## src/rtl/multicycle_control_unit_pkg.sv

```systemverilog
// Shared encodings for the multi-cycle RV32I control unit: state codes, opcodes (inst[6:2]),
// datapath select/ALU encodings and the per-state control bundle.
package multicycle_control_unit_pkg;

    typedef enum logic [2:0] {
        ST_IDLE   = 3'd0,
        ST_FETCH  = 3'd1,
        ST_DECODE = 3'd2,
        ST_EXEC   = 3'd3,
        ST_MEM    = 3'd4,
        ST_WB     = 3'd5,
        ST_TRAP   = 3'd6
    } state_e;

    localparam logic [4:0] OPC_LOAD    = 5'b00000;
    localparam logic [4:0] OPC_STORE   = 5'b01000;
    localparam logic [4:0] OPC_ARITH_R = 5'b01100;
    localparam logic [4:0] OPC_ARITH_I = 5'b00100;
    localparam logic [4:0] OPC_BRANCH  = 5'b11000;
    localparam logic [4:0] OPC_LUI     = 5'b01101;
    localparam logic [4:0] OPC_AUIPC   = 5'b00101;
    localparam logic [4:0] OPC_JAL     = 5'b11011;
    localparam logic [4:0] OPC_JALR    = 5'b11001;
    localparam logic [4:0] OPC_SYSTEM  = 5'b11100;

    localparam logic [1:0] SRC_A_PC     = 2'd0;
    localparam logic [1:0] SRC_A_RS1    = 2'd1;
    localparam logic [1:0] SRC_A_ZERO   = 2'd2;
    localparam logic [1:0] SRC_A_OLD_PC = 2'd3;

    localparam logic [1:0] SRC_B_RS2  = 2'd0;
    localparam logic [1:0] SRC_B_IMM  = 2'd1;
    localparam logic [1:0] SRC_B_FOUR = 2'd2;

    localparam logic [1:0] ALU_ADD     = 2'd0;
    localparam logic [1:0] ALU_BRANCH  = 2'd1;
    localparam logic [1:0] ALU_FUNCT_R = 2'd2;
    localparam logic [1:0] ALU_FUNCT_I = 2'd3;

    localparam logic [1:0] WB_ALU = 2'd0;
    localparam logic [1:0] WB_MEM = 2'd1;
    localparam logic [1:0] WB_PC  = 2'd2;

    typedef struct packed {
        logic       mem_req;
        logic       mem_we;
        logic       ir_write;
        logic       pc_write;
        logic       pc_write_cond;
        logic       reg_write;
        logic [1:0] alu_src_a;
        logic [1:0] alu_src_b;
        logic [1:0] alu_op;
        logic [1:0] wb_sel;
    } ctrl_t;

    function automatic logic op_supported(input logic [4:0] opc);
        case (opc)
            OPC_LOAD, OPC_STORE, OPC_ARITH_R, OPC_ARITH_I, OPC_BRANCH,
            OPC_LUI, OPC_AUIPC, OPC_JAL, OPC_JALR: op_supported = 1'b1;
            default:                               op_supported = 1'b0;
        endcase
    endfunction

    function automatic state_e exec_next(input logic [4:0] opc);
        case (opc)
            OPC_LOAD, OPC_STORE:                             exec_next = ST_MEM;
            OPC_ARITH_R, OPC_ARITH_I, OPC_LUI, OPC_AUIPC:    exec_next = ST_WB;
            default:                                         exec_next = ST_FETCH;
        endcase
    endfunction

    // JAL/JALR write the link register in EXEC itself, before the PC update lands.
    function automatic ctrl_t exec_ctrl(input logic [4:0] opc);
        ctrl_t c;
        c = '0;
        case (opc)
            OPC_LOAD, OPC_STORE: begin
                c.alu_src_a = SRC_A_RS1;
                c.alu_src_b = SRC_B_IMM;
                c.alu_op    = ALU_ADD;
            end
            OPC_ARITH_R: begin
                c.alu_src_a = SRC_A_RS1;
                c.alu_src_b = SRC_B_RS2;
                c.alu_op    = ALU_FUNCT_R;
            end
            OPC_ARITH_I: begin
                c.alu_src_a = SRC_A_RS1;
                c.alu_src_b = SRC_B_IMM;
                c.alu_op    = ALU_FUNCT_I;
            end
            OPC_LUI: begin
                c.alu_src_a = SRC_A_ZERO;
                c.alu_src_b = SRC_B_IMM;
            end
            OPC_AUIPC: begin
                c.alu_src_a = SRC_A_OLD_PC;
                c.alu_src_b = SRC_B_IMM;
            end
            OPC_BRANCH: begin
                c.alu_src_a     = SRC_A_RS1;
                c.alu_src_b     = SRC_B_RS2;
                c.alu_op        = ALU_BRANCH;
                c.pc_write_cond = 1'b1;
            end
            OPC_JAL, OPC_JALR: begin
                c.alu_src_a = (opc == OPC_JAL) ? SRC_A_OLD_PC : SRC_A_RS1;
                c.alu_src_b = SRC_B_IMM;
                c.pc_write  = 1'b1;
                c.reg_write = 1'b1;
                c.wb_sel    = WB_PC;
            end
            default: c = '0;
        endcase
        return c;
    endfunction

endpackage

```

## src/rtl/multicycle_control_unit_mem_wait_timer.sv

```systemverilog
// Memory wait-state timer: counts consecutive no-ack cycles and flags expiry on the
// 2**W-1'th one, when the count would reach all-ones.
module mem_wait_timer #(
    parameter int W = 4
) (
    input  logic clk,
    input  logic rst_n,
    input  logic inc_i,
    input  logic clr_i,
    output logic expired_o
);
    localparam logic [W-1:0] LAST = {{(W-1){1'b1}}, 1'b0};

    logic [W-1:0] cnt_q, cnt_d;

    always_comb begin
        cnt_d = cnt_q;
        if (clr_i) begin
            cnt_d = '0;
        end else if (inc_i) begin
            cnt_d = cnt_q + W'(1);
        end
    end

    assign expired_o = inc_i && (cnt_q == LAST);

    always_ff @(posedge clk or negedge rst_n) begin
        if (!rst_n) begin
            cnt_q <= '0;
        end else begin
            cnt_q <= cnt_d;
        end
    end

endmodule

```

## src/rtl/multicycle_control_unit.sv

```systemverilog
// Multi-cycle RV32I control FSM driving datapath selects/enables and the shared memory port.
//   state  | meaning
//   IDLE   | out of reset, start fetching next cycle
//   FETCH  | instruction read; on ack load IR and PC+4
//   DECODE | latch opcode, precompute branch/jump target
//   EXEC   | ALU operation; branches and jumps finish here
//   MEM    | data load/store handshake
//   WB     | register file write
//   TRAP   | illegal opcode or bus timeout, held until reset
module multicycle_control_unit
    import multicycle_control_unit_pkg::*;
#(
    parameter int OP_W     = 5,
    parameter int ALU_OP_W = 2,
    parameter int TMO_W    = 4
) (
    input  logic                clk,
    input  logic                rst_n,
    input  logic [OP_W-1:0]     op,
    input  logic                stall,
    input  logic                mem_ack,
    output logic                mem_req,
    output logic                mem_we,
    output logic                ir_write,
    output logic                pc_write,
    output logic                pc_write_cond,
    output logic [1:0]          alu_src_a,
    output logic [1:0]          alu_src_b,
    output logic [ALU_OP_W-1:0] alu_op,
    output logic                reg_write,
    output logic [1:0]          wb_sel,
    output logic                illegal,
    output logic                bus_err,
    output logic [2:0]          state_o
);
    state_e          state_q, state_d;
    logic [OP_W-1:0] op_q, op_d;
    logic            illegal_q, illegal_d;
    logic            bus_err_q, bus_err_d;
    logic            waiting, ack_eff;
    logic            tmo_inc, tmo_clr, tmo_expired;
    ctrl_t           ctrl;

    assign waiting = (state_q == ST_FETCH) || (state_q == ST_MEM);
    assign ack_eff = waiting && mem_ack && !stall;
    assign tmo_inc = waiting && !stall && !mem_ack;
    assign tmo_clr = ack_eff || (state_d != state_q);

    mem_wait_timer #(.W(TMO_W)) u_mem_wait_timer (
        .clk       (clk),
        .rst_n     (rst_n),
        .inc_i     (tmo_inc),
        .clr_i     (tmo_clr),
        .expired_o (tmo_expired)
    );

    always_comb begin
        state_d   = state_q;
        op_d      = op_q;
        illegal_d = illegal_q;
        bus_err_d = bus_err_q | tmo_expired;
        case (state_q)
            ST_IDLE: state_d = ST_FETCH;
            ST_FETCH: begin
                if (ack_eff) begin
                    state_d = ST_DECODE;
                end else if (tmo_expired) begin
                    state_d = ST_TRAP;
                end
            end
            ST_DECODE: begin
                if (!stall) begin
                    op_d = op;
                    if (op_supported(5'(op))) begin
                        state_d = ST_EXEC;
                    end else begin
                        state_d   = ST_TRAP;
                        illegal_d = 1'b1;
                    end
                end
            end
            ST_EXEC: begin
                if (!stall) begin
                    state_d = exec_next(5'(op_q));
                end
            end
            ST_MEM: begin
                if (ack_eff) begin
                    state_d = (5'(op_q) == OPC_STORE) ? ST_FETCH : ST_WB;
                end else if (tmo_expired) begin
                    state_d = ST_TRAP;
                end
            end
            ST_WB: begin
                if (!stall) begin
                    state_d = ST_FETCH;
                end
            end
            default: state_d = ST_TRAP;
        endcase
    end

    always_comb begin
        ctrl = '0;
        case (state_q)
            ST_FETCH: begin
                ctrl.mem_req   = 1'b1;
                ctrl.alu_src_a = SRC_A_PC;
                ctrl.alu_src_b = SRC_B_FOUR;
                ctrl.alu_op    = ALU_ADD;
                ctrl.ir_write  = mem_ack;
                ctrl.pc_write  = mem_ack;
            end
            ST_DECODE: begin
                ctrl.alu_src_a = SRC_A_OLD_PC;
                ctrl.alu_src_b = SRC_B_IMM;
            end
            ST_EXEC: ctrl = exec_ctrl(5'(op_q));
            ST_MEM: begin
                ctrl.mem_req = 1'b1;
                ctrl.mem_we  = (5'(op_q) == OPC_STORE);
            end
            ST_WB: begin
                ctrl.reg_write = 1'b1;
                ctrl.wb_sel    = (5'(op_q) == OPC_LOAD) ? WB_MEM : WB_ALU;
            end
            default: ctrl = '0;
        endcase
        // Stall freezes side effects but leaves selects stable for the datapath.
        if (stall) begin
            ctrl.mem_req       = 1'b0;
            ctrl.ir_write      = 1'b0;
            ctrl.pc_write      = 1'b0;
            ctrl.pc_write_cond = 1'b0;
            ctrl.reg_write     = 1'b0;
        end
    end

    always_ff @(posedge clk or negedge rst_n) begin
        if (!rst_n) begin
            state_q   <= ST_IDLE;
            op_q      <= '0;
            illegal_q <= 1'b0;
            bus_err_q <= 1'b0;
        end else begin
            state_q   <= state_d;
            op_q      <= op_d;
            illegal_q <= illegal_d;
            bus_err_q <= bus_err_d;
        end
    end

    assign mem_req       = ctrl.mem_req;
    assign mem_we        = ctrl.mem_we;
    assign ir_write      = ctrl.ir_write;
    assign pc_write      = ctrl.pc_write;
    assign pc_write_cond = ctrl.pc_write_cond;
    assign alu_src_a     = ctrl.alu_src_a;
    assign alu_src_b     = ctrl.alu_src_b;
    assign alu_op        = ALU_OP_W'(ctrl.alu_op);
    assign reg_write     = ctrl.reg_write;
    assign wb_sel        = ctrl.wb_sel;
    assign illegal       = illegal_q;
    assign bus_err       = bus_err_q;
    assign state_o       = state_q;

endmodule
```

## config.mk

```make
export PLATFORM = sky130hd
export DESIGN_NAME = multicycle_control_unit
export DESIGN_NICKNAME = d
export VERILOG_FILES = /design/src/rtl/multicycle_control_unit_pkg.sv /design/src/rtl/multicycle_control_unit_mem_wait_timer.sv /design/src/rtl/multicycle_control_unit.sv
export SDC_FILE = /design/constraint.sdc
export NUM_CORES = 1
export LEC_CHECK = 0
export CAP_MARGIN = 20
export CORE_MARGIN = 4
export CORE_UTILIZATION = 50
export DETAILED_ROUTE_END_ITERATION = 8
export PLACE_DENSITY = 0.91
export SETUP_SLACK_MARGIN = 0.05
export SYNTH_ARGS = -nofsm -noshare
export SYNTH_HDL_FRONTEND = slang
export SYNTH_HIERARCHICAL = 1
export SYNTH_SLANG_ARGS = --single-unit
```

## constraint.sdc

```tcl
create_clock -name clk -period 4.59 [get_ports clk]
set_input_delay 0.918 -clock clk [delete_from_list [all_inputs] [get_ports clk]]
set_output_delay 0.918 -clock clk [all_outputs]
set_load 0.01 [all_outputs]
```

==> metrics.csv, run 1 <==
stage,metric,value,unit
worst_setup_path,crit_path_end_kind,output port,
sta,setup_slack,938,ps
worst_setup_path,criticalPathCategory,in2out,
finish,nets,169,
worst_setup_path,worstPathArrival,2730,ps
routing,via_per_inst,6.27,
worst_setup_path,crit_path_start_kind,primary input,
pwr,p_leak,0.000558,uW
global_route,grt_first_pass_wirelength,4.73,mm
synthesis,syn_inst,132,
clocking,cts_buffer_depth,2,
worst_setup_path,r2r_setup_slack,1760,ps
sta,fin_crit,3650,ps
synthesis,synth_area_leaders,"dfrtp_1 32%, a21oi_1 4.5%, nand2b_1 3.4%",
synthesis,synth_top_family_by_area,simple AND/OR/NAND/NOR gates,
worst_setup_path,ff2ff_path_depth,10,
finish,drive_above_1_share,0.0892,
status,status,"complete, no violations",
floorplanning,core,0.00202,mm^2
hold_path,hold_depth,1,
floorplanning,die_w,54.9,um
sta,slew_violations,0,
clocking,cts.repair.resized,0,
global_route,grt_max_degree,17,
pwr,ir_drop,264,uV
sta,worst_pin_slew,630,ps
finish,antenna_cells,0,
clocking,clk_latency,290,ps
synthesis,syn_nets,143,
clocking,htree_levels,1,
synthesis,synth.area.mux_share,0.0443,
sta,finalSetupTns,0,ps
routing,wirelength,2.91,mm
sta,grt_setup_unrepaired,no,
synthesis,yosys.area_share.simple,0.317,
synthesis,synth-xor-area-share,0.0159,
synthesis,synth_edf_count,0,
hold_path,holdPathEnd,illegal,
pwr,p_per_area,324,mW/mm^2
synthesis,yosys_register_bits,14,
clocking,clk_pin_slew,90,ps
routing,wl_per_cell,15.8,um
routing,drtIter0Drc,80,
clocking,ctsHoldBuffers,0,
synthesis,synth_area,0.00110,mm^2
worst_setup_path,crit_required,3670,ps
sta,report.final.setup_viol,0,
synthesis,synth_common_cells,"14 x dfrtp_1, 10 x a21oi_1, 9 x nand2_1, 9 x nor2_1, 7 x inv_1",
sta,relSlewSlack,0.579,
clocking,cts_buffers,3,
clocking,clock-root-buffer,clkbuf_4,
hold_path,hold_path_class,reg2reg,
routing,route.vias.total,1154,
routing,firstDrtPassIters,4,
floorplanning,start_util,0.545,
synthesis,synth_cell_types,50,
finish,area_growth,28.5,%
hold_path,worstHoldStart,illegal,
synthesis,synth-compound-area-share,0.224,
sta,period_share,0.796,
floorplanning,die-area,0.00302,mm^2
place,routabilityCongestion,0.898,
flow_run,drv_cap,0,
sta,hold_viol,0,
clocking,cts_sinks,14,
global_route,antenna_found_initial,0,
floorplanning,rows,16,
place,dp_slack,922,ps
clocking,cts_tree,yes,
synthesis,ys.flop_type,dfrtp_1,
worst_setup_path,worstReg2RegStart,state_o[0],
routing,drtAntennaViolNets,0,
synthesis,avgSynthCellArea,8.34,um^2
synthesis,synthArstFlopShare,1.00,
synthesis,netlist.top_cell.by_area,dfrtp_1,
place,dp_hpwl,2.14,mm
synthesis,ys_warn_count,6,
global_route,gr-total-overflow,0,
worst_setup_path,rr_endpoint,u_mem_wait_timer/cnt_q[3],
synthesis,synth.top_cell.area_share,0.318,
worst_setup_path,critPathMaxFanout,15,
sta,fmax,274,MHz
synthesis,seq_area_frac_synth,0.318,
synthesis,yosysMostFrequentCell,dfrtp_1,
routing,drc,0,
floorplanning,boundaryPins,28,
global_route,track_usage,0.217,
sta,skew,4.32,ps
place,port_buffers,27,
synthesis,synth_fa_ha_area_frac,0.0227,
floorplanning,die_h,54.9,um
global_route,grt_pass1_vias,1043,
clocking,post_cts_buffers,0,
-- per-layer routing --
layer	track usage	share of wire	vias to the layer above
met5	0	0	-
met4	0.0972	0.028	0
met3	0.0161	0.090	18
met2	0.372	0.47	75
met1	0.277	0.41	519
li1	-	-	542
-- worst max-delay path by stage --
stage          startpoint                         to  slack (ps)  cells after the start
5_1_grt             stall                   ir_write         850                      4
3_3_place_gp        stall  u_mem_wait_timer/cnt_q[3]        1010                     10
2_1_floorplan       stall  u_mem_wait_timer/cnt_q[3]        1440                      9
6_report            stall                   ir_write         940                      4
3_5_place_dp        stall  u_mem_wait_timer/cnt_q[3]         920                     10
4_1_cts             stall                   ir_write         970                      4
-- critical path, stage by stage --
cell and delay [ps]:
clkdlybuf4s50_1 720, nand2b_1 380, nor2_1 150, clkdlybuf4s50_1 560
-- cells in the final DEF (no fill, tap or decap), types with 4 or more instances in the layout --
cell / netlist / layout
nand2b_1: 6 / 6
nor2b_1: 5 / 5
inv_1: 7 / 7
dfrtp_1: 14 / 14
nand3_1: 4 / 4
nor3_1: 4 / 4
nand2_1: 9 / 9
clkdlybuf4s50_1: 0 / 27
nor2_1: 9 / 9
a21oi_1: 10 / 10
o21ai_1: 4 / 4
-- through the flow --
step | utilization | hold WS (ps) | total power, uW | instances | cell area [um^2]
after global placement | 0.682 | 438 | 356 | 180 | 1380
after detailed placement | 0.682 | 448 | 367 | 180 | 1380
after global routing | 0.700 | 515 | 495 | 184 | 1420
after floorplan | - | 493 | 311 | 132 | 1100
after CTS | 0.700 | 467 | 458 | 184 | 1420
final | 0.700 | 462 | 458 | 184 | 1420
-- where the power goes --
group | internal (uW) | switching (uW)
registers | 151 | 55.5
logic | 75.8 | 85.6
clock network | 48.4 | 41.8
-- state kept, by name, summed over array words and instances, names as in the netlist --
register / flops
bus_err: 1
illegal: 1
op_q: 5
state_o: 3
u_mem_wait_timer/cnt_q: 4
-- cells by family (layout without fill, tap and decap cells) --
kind of cell	count (synthesis)	count (layout)
buffers and inverters	15	40
adder cells (fa/ha/maj)	2	2
multiplexers	4	4
AND/OR/NAND/NOR	59	59
AO/OA/AOI/OAI	36	36
XOR/XNOR	2	2
flip-flops	14	14
-- area by class of cell --
type,instances,area (um^2)
inverters,8,30.0
fillers,160,607
repair buffers,28,278
well taps,27,33.8
flip-flops and latches,14,350
multi-input cells,103,687
clock buffers,4,36.3
Note: power is estimated with default switching activity, not from simulation.
==> inputs of run 2 (changes only) <==
--- a/config.mk
+++ b/config.mk
@@ -7,9 +7,9 @@
 export LEC_CHECK = 0
 export CAP_MARGIN = 20
 export CORE_MARGIN = 4
-export CORE_UTILIZATION = 50
+export CORE_UTILIZATION = 44
 export DETAILED_ROUTE_END_ITERATION = 8
-export PLACE_DENSITY = 0.91
+export PLACE_DENSITY = 0.86
 export SETUP_SLACK_MARGIN = 0.05
 export SYNTH_ARGS = -nofsm -noshare
 export SYNTH_HDL_FRONTEND = slang
==> constraint.sdc (replaced) <==
create_clock -name clk -period 3.09 [get_ports clk]
set_input_delay 0.618 -clock clk [delete_from_list [all_inputs] [get_ports clk]]
set_output_delay 0.618 -clock clk [all_outputs]
set_load 0.01 [all_outputs]
==> metrics.csv, run 2 (synthesized netlist as in run 1, its figures left out) <==
stage,metric,value,unit
status,status,"complete, no violations",
floorplanning,rows,17,
routing,drtAntennaViolNets,0,
worst_setup_path,critPathBufInv,2,
sta,fmax,353,MHz
routing,drc,0,
sta,fin_crit,2830,ps
flow_run,drv_cap,0,
global_route,grt_pass1_vias,1088,
clocking,cts_buffers,3,
routing,via_per_inst,5.89,
finish,nets,175,
sta,hold_viol,0,
floorplanning,start_util,0.479,
clocking,htree_levels,1,
sta,period_share,0.916,
routing,wirelength,2.98,mm
worst_setup_path,criticalPathCategory,reg2out,
global_route,track_usage,0.190,
clocking,clk_pin_slew,90,ps
pwr,switching_share,0.399,
clocking,cts_sinks,14,
finish,area_growth,32.7,%
finish,drive_above_1_share,0.123,
place,routabilityCongestion,0.927,
finish,fin_cells,191,
pwr,switchingPower,277,uW
routing,drtIter0Drc,47,
global_route,antenna_found_initial,0,
worst_setup_path,worstPathArrival,2210,ps
worst_setup_path,crit_path_end_kind,output port,
clocking,cts_buffer_depth,2,
clocking,clock-root-buffer,clkbuf_4,
pwr,clkPwrFrac,0.192,
worst_setup_path,crit_path_cell_trace,"buf_4, nand2b_1, or4_4, nor3_2, clkdlybuf4s50_1",
floorplanning,die_h,58.0,um
worst_setup_path,critPathMaxFanout,13,
place,place_inst,187,
pwr,p_comb_frac,0.375,
clocking,cts.repair.resized,0,
worst_setup_path,crit_required,2470,ps
clocking,post_cts_buffers,0,
place,dp_hpwl,2.25,mm
global_route,grt_first_pass_wirelength,5.03,mm
routing,wl_per_cell,15.6,um
floorplanning,die-area,0.00337,mm^2
sta,grt_setup_unrepaired,no,
floorplanning,core,0.00230,mm^2
finish,largest_reg_flops,5,
worst_setup_path,crit_path_start_kind,flop,
global_route,gr-total-overflow,0,
sta,relSlewSlack,0.571,
sta,skew,8.55,ps
routing,route.vias.total,1125,
clocking,clk_latency,280,ps
place,port_buffers,27,
worst_setup_path,crit_family,simple AND/OR/NAND/NOR gates,
clocking,cts_tree,yes,
pwr,p_per_area,475,mW/mm^2
finish,mostFrequentLayoutCell,clkdlybuf4s50_1,
pwr,p_leak,0.000587,uW
finish,top_register,op_q,
clocking,ctsHoldBuffers,0,
floorplanning,boundaryPins,28,
routing,firstDrtPassIters,4,
sta,slew_violations,0,
worst_setup_path,cp_slowest_cell,clkdlybuf4s50_1,
pwr,ir_drop,338,uV
sta,finalSetupTns,0,ps
finish,layout_common_cells,"27 x clkdlybuf4s50_1, 14 x dfrtp_1, 10 x a21oi_1, 9 x nand2_1, 9 x nor2_1",
floorplanning,die_w,58.0,um
worst_setup_path,cp_slowest_stage_delay,560,ps
pwr,p_int,417,uW
hold_path,hold_path_class,reg2reg,
global_route,grt_max_degree,15,
pwr,seqPwrFrac,0.433,
sta,worst_pin_slew,641,ps
finish,antenna_cells,0,
sta,report.final.setup_viol,0,
[run 2: cell types whose count changed in the layout (fill, tap and decap cells not counted)]
| cell | change |
|---|---|
| buf_4 | +6 |
[run 2: power groups by stage]
stage	Sequential, uW	Clock (uW)	Combinational [uW]
final	300	133	260
after global routing	309	150	288
after CTS	296	136	260
after detailed placement	300	0	259
after global placement	297	0	245
after floorplan	265	0	198
[run 2: stage by stage]
stage | hold WS, ps | power [uW] | util | cell area, um^2 | setup slack [ps]
2_1_floorplan | 322 | 462 | - | 1100 | 238
6_report | 465 | 694 | 0.636 | 1460 | 260
3_3_place_gp | 442 | 542 | 0.620 | 1430 | 288
5_1_grt | 484 | 747 | 0.636 | 1460 | 112
3_5_place_dp | 451 | 559 | 0.620 | 1430 | 241
4_1_cts | 474 | 692 | 0.636 | 1460 | 254
[run 2: area by class of cell]
class / count / area (um^2)
fillers: 214 / 836
multi-input cells: 103 / 687
flip-flops and latches: 14 / 350
repair buffers: 34 / 323
clock buffers: 4 / 36.3
well taps: 28 / 35.0
inverters: 8 / 30.0
[run 2: worst paths after layout]
path,startpoint,endpoint,slack (ps),depth (start not counted)
max,state_o[2],pc_write_cond,260,5
min,illegal,illegal,470,1
max reg2reg,state_o[2],u_mem_wait_timer/cnt_q[3],630,10
min reg2reg,illegal,illegal,470,1
max in group asynchronous,rst_n,u_mem_wait_timer/cnt_q[1],1950,1
min in group asynchronous,rst_n,u_mem_wait_timer/cnt_q[3],720,1
[run 2: worst reg2reg max path: stages, from the launching register on]
cell     delay [ps]
dfrtp_1         390
buf_4           190
xnor2_1         160
nor4_1          310
and4_1          270
inv_1            70
a32o_1          220
a211o_1         270
nand4_1         130
nor2_1           70
mux2_4          270
[run 2: routing by layer]
| metal | up-vias | part of all wire | track usage | routed length (um) |
|---|---|---|---|---|
| met5 | - | 0 | 0 | 0 |
| met3 | 6 | 0.067 | 0.0334 | 200 |
| met2 | 50 | 0.49 | 0.323 | 1470 |
| met1 | 523 | 0.42 | 0.234 | 1250 |
| met4 | 0 | 0.016 | 0.0828 | 49 |
| li1 | 546 | - | - | - |
